==> src/rtl/hpm_counter_bank.sv <==
// Machine-mode performance counter bank: mcycle, minstret, NUM_HPM event counters,
// inhibit, event selectors and sticky overflow with interrupt request.
module hpm_counter_bank #(
    parameter int NUM_HPM    = 4,
    parameter int CNT_WIDTH  = 64,
    parameter int NUM_EVENTS = 8
) (
    input  logic                  clk,
    input  logic                  rst,
    input  logic [NUM_EVENTS-1:0] event_in,
    input  logic                  retire,
    input  logic                  csr_en,
    input  logic [11:0]           csr_addr,
    input  logic [1:0]            csr_op,
    input  logic [31:0]           csr_wdata,
    output logic [31:0]           csr_rdata,
    output logic                  csr_hit,
    output logic                  ovf_irq
);
    localparam logic [31:0] HPM_MASK = 32'(((64'd1 << NUM_HPM) - 64'd1) << 3);
    localparam logic [31:0] INH_MASK = HPM_MASK | 32'h0000_0005;
    localparam logic [CNT_WIDTH-1:0] CNT_ONE = {{(CNT_WIDTH-1){1'b0}}, 1'b1};
    localparam logic [CNT_WIDTH-1:0] CNT_MAX = '1;

    logic [CNT_WIDTH-1:0] mcycle_reg;
    logic [CNT_WIDTH-1:0] minstret_reg;
    logic [31:0]          inhibit_reg;
    logic [31:0]          ovf_reg;
    logic [31:0]          ovfen_reg;

    logic [CNT_WIDTH-1:0] hpm_cnt [NUM_HPM];
    logic [7:0]           hpm_sel [NUM_HPM];
    logic [NUM_HPM-1:0]   hpm_ovf_set;
    logic [31:0]          ovf_set;

    logic [63:0]  cnt_view [32];
    logic [7:0]   sel_view [32];
    logic [255:0] event_pad;

    logic [6:0]  region;
    logic [4:0]  idx;
    logic        sel_cnt_lo, sel_cnt_hi, sel_inh, sel_evt, sel_ovf, sel_ovfen;
    logic        owned;
    logic        wr_en, wr_lo, wr_hi;
    logic [31:0] cur_val;
    logic [31:0] new_val;

    // Selector value k looks at event_in[k-1]; 0 and out-of-range selectors hit zero padding.
    always_comb begin
        event_pad = '0;
        event_pad[NUM_EVENTS:1] = event_in;
    end

    assign region     = csr_addr[11:5];
    assign idx        = csr_addr[4:0];
    assign sel_cnt_lo = (region == 7'h58) && (idx != 5'd1);
    assign sel_cnt_hi = (region == 7'h5C) && (idx != 5'd1);
    assign sel_inh    = (csr_addr == 12'h320);
    assign sel_evt    = (region == 7'h19) && (idx >= 5'd3);
    assign sel_ovf    = (csr_addr == 12'h7C0);
    assign sel_ovfen  = (csr_addr == 12'h7C1);
    assign owned      = sel_cnt_lo | sel_cnt_hi | sel_inh | sel_evt | sel_ovf | sel_ovfen;

    // Flat 32-entry views indexed directly by the low address bits; unimplemented slots stay 0.
    always_comb begin
        for (int k = 0; k < 32; k++) begin
            cnt_view[k] = '0;
            sel_view[k] = '0;
        end
        cnt_view[0] = 64'(mcycle_reg);
        cnt_view[2] = 64'(minstret_reg);
        for (int k = 0; k < NUM_HPM; k++) begin
            cnt_view[k+3] = 64'(hpm_cnt[k]);
            sel_view[k+3] = hpm_sel[k];
        end
    end

    always_comb begin
        cur_val = '0;
        if (sel_cnt_lo)
            cur_val = cnt_view[idx][31:0];
        else if (sel_cnt_hi)
            cur_val = cnt_view[idx][63:32];
        else if (sel_inh)
            cur_val = inhibit_reg;
        else if (sel_evt)
            cur_val = {24'd0, sel_view[idx]};
        else if (sel_ovf)
            cur_val = ovf_reg;
        else if (sel_ovfen)
            cur_val = ovfen_reg;
    end

    always_comb begin
        case (csr_op)
            2'b01:   new_val = csr_wdata;
            2'b10:   new_val = cur_val | csr_wdata;
            2'b11:   new_val = cur_val & ~csr_wdata;
            default: new_val = cur_val;
        endcase
    end

    assign wr_en = csr_en && owned && (csr_op != 2'b00);
    assign wr_lo = wr_en && sel_cnt_lo;
    assign wr_hi = wr_en && sel_cnt_hi;

    // A CSR write to either half takes priority over the increment in the same cycle.
    function automatic logic [CNT_WIDTH-1:0] cnt_next(
        input logic [CNT_WIDTH-1:0] cur,
        input logic                 lo,
        input logic                 hi,
        input logic                 inc,
        input logic [31:0]          nv
    );
        if (lo)
            return {cur[CNT_WIDTH-1:32], nv};
        else if (hi)
            return {nv[CNT_WIDTH-33:0], cur[31:0]};
        else if (inc)
            return cur + CNT_ONE;
        return cur;
    endfunction

    always_ff @(posedge clk) begin
        if (rst) begin
            mcycle_reg   <= '0;
            minstret_reg <= '0;
        end else begin
            mcycle_reg   <= cnt_next(mcycle_reg, wr_lo && (idx == 5'd0), wr_hi && (idx == 5'd0),
                                     !inhibit_reg[0], new_val);
            minstret_reg <= cnt_next(minstret_reg, wr_lo && (idx == 5'd2), wr_hi && (idx == 5'd2),
                                     retire && !inhibit_reg[2], new_val);
        end
    end

    for (genvar gi = 0; gi < NUM_HPM; gi++) begin : g_hpm
        localparam logic [4:0] IDX = 5'(gi + 3);
        logic [CNT_WIDTH-1:0] cnt_reg;
        logic [7:0]           sel_reg;
        logic                 hit_lo, hit_hi, inc;

        assign hit_lo = wr_lo && (idx == IDX);
        assign hit_hi = wr_hi && (idx == IDX);
        assign inc    = !inhibit_reg[gi+3] && event_pad[sel_reg];
        assign hpm_ovf_set[gi] = inc && !hit_lo && !hit_hi && (cnt_reg == CNT_MAX);

        always_ff @(posedge clk) begin
            if (rst) begin
                cnt_reg <= '0;
                sel_reg <= '0;
            end else begin
                cnt_reg <= cnt_next(cnt_reg, hit_lo, hit_hi, inc, new_val);
                if (wr_en && sel_evt && (idx == IDX))
                    sel_reg <= new_val[7:0];
            end
        end

        assign hpm_cnt[gi] = cnt_reg;
        assign hpm_sel[gi] = sel_reg;
    end

    always_comb begin
        ovf_set = '0;
        ovf_set[3 +: NUM_HPM] = hpm_ovf_set;
    end

    // Hardware overflow set is OR-ed after the CSR write so it wins a same-cycle clear.
    always_ff @(posedge clk) begin
        if (rst) begin
            inhibit_reg <= '0;
            ovf_reg     <= '0;
            ovfen_reg   <= '0;
        end else begin
            if (wr_en && sel_inh)
                inhibit_reg <= new_val & INH_MASK;
            if (wr_en && sel_ovfen)
                ovfen_reg <= new_val & HPM_MASK;
            ovf_reg <= ((wr_en && sel_ovf) ? (new_val & HPM_MASK) : ovf_reg) | ovf_set;
        end
    end

    assign csr_hit   = !rst && csr_en && owned;
    assign csr_rdata = csr_hit ? cur_val : 32'd0;
    assign ovf_irq   = !rst && (|(ovf_reg & ovfen_reg));

endmodule

==> config.mk <==
export PLATFORM = sky130hd
export DESIGN_NAME = hpm_counter_bank
export DESIGN_NICKNAME = d
export VERILOG_FILES = /design/src/rtl/hpm_counter_bank.sv
export SDC_FILE = /design/constraint.sdc
export NUM_CORES = 2
export LEC_CHECK = 0
export CORE_MARGIN = 2
export CORE_UTILIZATION = 25
export CTS_BUF_LIST = sky130_fd_sc_hd__clkbuf_4
export DETAILED_ROUTE_END_ITERATION = 7
export PLACE_DENSITY = 0.48
export SYNTH_ARGS = -nofsm -noshare
export SYNTH_HDL_FRONTEND = slang
export SYNTH_SLANG_ARGS = --single-unit
export TNS_END_PERCENT = 10
==> constraint.sdc <==
create_clock -name clk -period 3.9 [get_ports clk]
set_clock_uncertainty 0.15 [all_clocks]
set_input_delay 0.78 -clock clk [delete_from_list [all_inputs] [get_ports clk]]
set_output_delay 0.78 -clock clk [all_outputs]
set_load 0.03 [all_outputs]
==> results.yml <==
outcome:
  outcome: "finished with violations"
  violated_checks: "setup timing"
setup_path:
  worst-endpoint-required_ns: 2.97
  worst_r2r_endpoint: "g_hpm[3].cnt_reg[61]$_SDFFE_PP0P_"
  r2r_slack_ns: 0.55
  cells_on_worst_reg2reg_path: 9
  timing_worst_setup_path_type: "input pin to output pin"
  startpoint_type: "input pin"
  worst_ep_arrival_time_ns: 2.99
  crit_path_end_kind: "output pin"
  critical_path.max_fanout: 12
  timing.rr.start: "g_hpm[3].sel_reg[1]$_SDFFE_PP0P_"
synthesis:
  synth.lib_cells_used.distinct: 113
  synthesis.yosys.warnings: 0
  synthesis.area_um2: 30700
  synth_top_cells_by_area: "sky130_fd_sc_hd__dfxtp_1 (28%), sky130_fd_sc_hd__a211oi_1 (6.0%), sky130_fd_sc_hd__nor2_1 (5.1%), sky130_fd_sc_hd__xnor2_1 (4.0%), sky130_fd_sc_hd__nand2_1 (3.6%)"
  portion_of_synthesized_cell_area_occupied_by_the_leading_cell_type: 0.280
  synth_top_area_cell: "sky130_fd_sc_hd__dfxtp_1"
  synth-seq-area-share: 0.280
  synth_nets: 4062
  synth_area_per_cell_um2: 7.69
  synthArstFlopShare: 0
  synth_top_flop_cell: "sky130_fd_sc_hd__dfxtp_1"
  synth-edff-count: 0
  synth-seq-cells: 430
  post_synthesis_cell_count: 3998
detailed_routing:
  drt-wirelength-per-cell_um: 28.5
  totalWireLength_um: 177000
  ant_nets: 0
  detail_route.iter0.violations: 4335
  detail_route.first_pass.iterations: 6
  drc: 0
  route.vias.total: 36700
  vias_per_cell: 5.91
sta:
  timing.final.max_slew_violations: 0
  max-slew-margin-rel: 0.213
  final_hold_viol_count: 0
  rsz0062_at_grt: "yes"
  timing_worst_slew_pin_value_ns: 1.17
  worst_slack_ns: -0.0206
  achievable-frequency_mhz: 255
  report.final.setup_viol: 1
  layout_min_cycle_time_ns: 3.92
  final_min_period_over_clock_period: 1.01
  hold-worst-slack_ns: 0.345
power:
  ir_worst_vdd_mv: 0.147
  total_leakage_power_nw: 13.8
  finalPower_mw: 10.8
  power-per-cell-area_nw_per_um2: 268
final_layout:
  synthToLayoutAreaGrowth_pct: 30.9
  largest_register_ff_count: 256
  layout_cell_share_with_drive_strength_beyond_1: 0.246
  fin_nets: 4556
clocking:
  tritoncts.num_buffers: 139
  htree_levels: 4
  clockRootBuffer: "sky130_fd_sc_hd__clkbuf_4"
  clkLatencyLatePin_ns: 1.10
  clock_path_buffers: 3
  cts_tree: "yes"
  clkTransAtPathRegs_ns: 0.06
  cts_num_sinks: 430
grt:
  grt_start_max_net_pins: 155
  globalRouteTotalUtil: 0.271
  grt_overflow: 0
  first_global_vias: 33700
  grt_first_pass_wirelength_um: 249000
  grt_antenna_before_repair: 16
die:
  dieHeight_um: 355
  floorplan.initialDensity: 0.252
  die_x_um: 355
  rows: 128
  fp.coreArea_um2: 122000
  top_level_ports: 92
  full_die_area_um2: 126000
hold_path:
  min_from: "minstret_reg[48]$_SDFFE_PP0P_"
  min_delay_path_depth: 2
  min_delay_worst_endpoint: "minstret_reg[48]$_SDFFE_PP0P_"
  hold_path_class: "register to register"
place:
  gpl.final_weighted_congestion: 0.991
  detailedPlacementHpwl_um: 133000
  portBuffers: 91
run:
  maxCapViolations: 0
-- power breakdown --
part           total (mW)  switching [mW]  internal, mW
Combinational        1.53           0.974         0.560
Sequential           4.41          0.0138          4.40
Clock                4.83            2.31          2.53
Total                10.8            3.30          7.48
-- synth_stat cells (all sizes together), types with 22 or more instances --
cell	count
or3	25
nand4	139
and2	52
and3	85
a2bb2oi	45
or4	27
xnor2	142
a21oi	182
nand2	294
a211oi	249
nand3	211
clkbuf	198
o21a	23
buf	127
o211ai	22
nor2	419
o22ai	50
and4	53
a21o	41
nor3	131
dfxtp	430
nand3b	22
o21ai	154
mux2i	101
a221oi	45
inv	64
a31oi	71
a2111oi	25
nor4	99
mux2	48
xor2	96
-- metal layers --
layer | track usage | share of wire
met1 | 0.370 | 0.43
met2 | 0.387 | 0.41
met3 | 0.0712 | 0.11
met4 | 0.140 | 0.057
met5 | 0 | 0.00031
-- layout make-up --
class                   count  area (µm²)
flip-flops and latches    430        8650
multi-input cells        3177       21000
well taps                1625        2030
fillers                 12900       81600
clock buffers             195        1460
diodes                      5        12.5
repair buffers            679        6600
clock inverters            22         205
inverters                  65         245
-- worst max-delay path by stage --
stage / start / to / cells past startpoint
global placement: csr_addr[11] / csr_rdata[24] / 10
global route: mcycle_reg[35]$_SDFFE_PP0P_ / csr_rdata[3] / 7
finish: csr_addr[1] / csr_rdata[14] / 9
detailed placement: csr_addr[7] / csr_rdata[14] / 11
floorplan: csr_addr[7] / csr_rdata[1] / 5
CTS: g_hpm[2].cnt_reg[24]$_SDFFE_PP0P_ / csr_rdata[24] / 7
-- per-stage QoR --
stage	util	cell area (µm²)	instances	worst slack (ns)	TNS (ns)
final	0.330	40200	6198	-0.0206	-0.0206
after global routing	0.330	40200	6194	-0.0517	-0.104
after CTS	0.329	40100	6190	-0.0876	-0.191
after detailed placement	0.311	37900	5958	-0.466	-16.43
after global placement	0.311	37900	5958	-0.504	-17.32
after floorplan	-	30700	3998	0.145	0
-- critical path, cell delays in order --
cell and delay [ns]:
sky130_fd_sc_hd__buf_6 0.16, sky130_fd_sc_hd__nor2b_4 0.55, sky130_fd_sc_hd__buf_4 0.27, sky130_fd_sc_hd__a2bb2oi_1 0.13, sky130_fd_sc_hd__a21o_1 0.24, sky130_fd_sc_hd__o32a_1 0.40
sky130_fd_sc_hd__nor2_4 0.18, sky130_fd_sc_hd__buf_4 0.12, sky130_fd_sc_hd__buf_4 0.14
-- repair_timing --
| item | in CTS | in global routing |
|---|---|---|
| hold buffers | 1 | 0 |
| setup endpoints to repair | 33 | 31 |
| resized for setup | 102 | 45 |
| gates cloned | 2 | 0 |
| pin swaps | 13 | 7 |
| endpoints found under the hold margin | 20 | 0 |
| buffers inserted | 12 | 4 |
-- cell families (layout without fill, tap and decap cells) --
kind of cell,after synthesis,count (layout),share of synthesized area
flip-flops,430,430,0.280
other,0,5,0
adder cells (fa/ha/maj),6,6,0.00244
buffers and inverters,391,961,0.0557
XOR/XNOR,238,238,0.0678
AND/OR/NAND/NOR,1659,1659,0.283
multiplexers,153,153,0.0534
AO/OA/AOI/OAI,1121,1121,0.257
-- layout by cell type, fill, tap and decap left out, types with 25 or more instances in the layout --
master / count
sky130_fd_sc_hd__mux2i_1: 99
sky130_fd_sc_hd__nand2_1: 289
sky130_fd_sc_hd__o21ai_0: 146
sky130_fd_sc_hd__clkbuf_4: 195
sky130_fd_sc_hd__and4_1: 50
sky130_fd_sc_hd__dfxtp_2: 27
sky130_fd_sc_hd__buf_4: 507
sky130_fd_sc_hd__a21oi_1: 173
sky130_fd_sc_hd__xor2_1: 96
sky130_fd_sc_hd__a211oi_1: 246
sky130_fd_sc_hd__and3_1: 81
sky130_fd_sc_hd__dfxtp_1: 400
sky130_fd_sc_hd__nor4_1: 85
sky130_fd_sc_hd__o22ai_1: 50
sky130_fd_sc_hd__nand4_1: 136
sky130_fd_sc_hd__nand3_1: 210
sky130_fd_sc_hd__a2bb2oi_1: 41
sky130_fd_sc_hd__or4_1: 25
sky130_fd_sc_hd__buf_12: 104
sky130_fd_sc_hd__mux2_2: 46
sky130_fd_sc_hd__a31oi_1: 65
sky130_fd_sc_hd__clkdlybuf4s50_1: 43
sky130_fd_sc_hd__inv_1: 64
sky130_fd_sc_hd__xnor2_1: 142
sky130_fd_sc_hd__nor2_1: 401
sky130_fd_sc_hd__a21o_1: 32
sky130_fd_sc_hd__and2_1: 51
sky130_fd_sc_hd__nor3_1: 116
sky130_fd_sc_hd__a221oi_1: 31
Note: power is estimated with default switching activity, not from simulation.
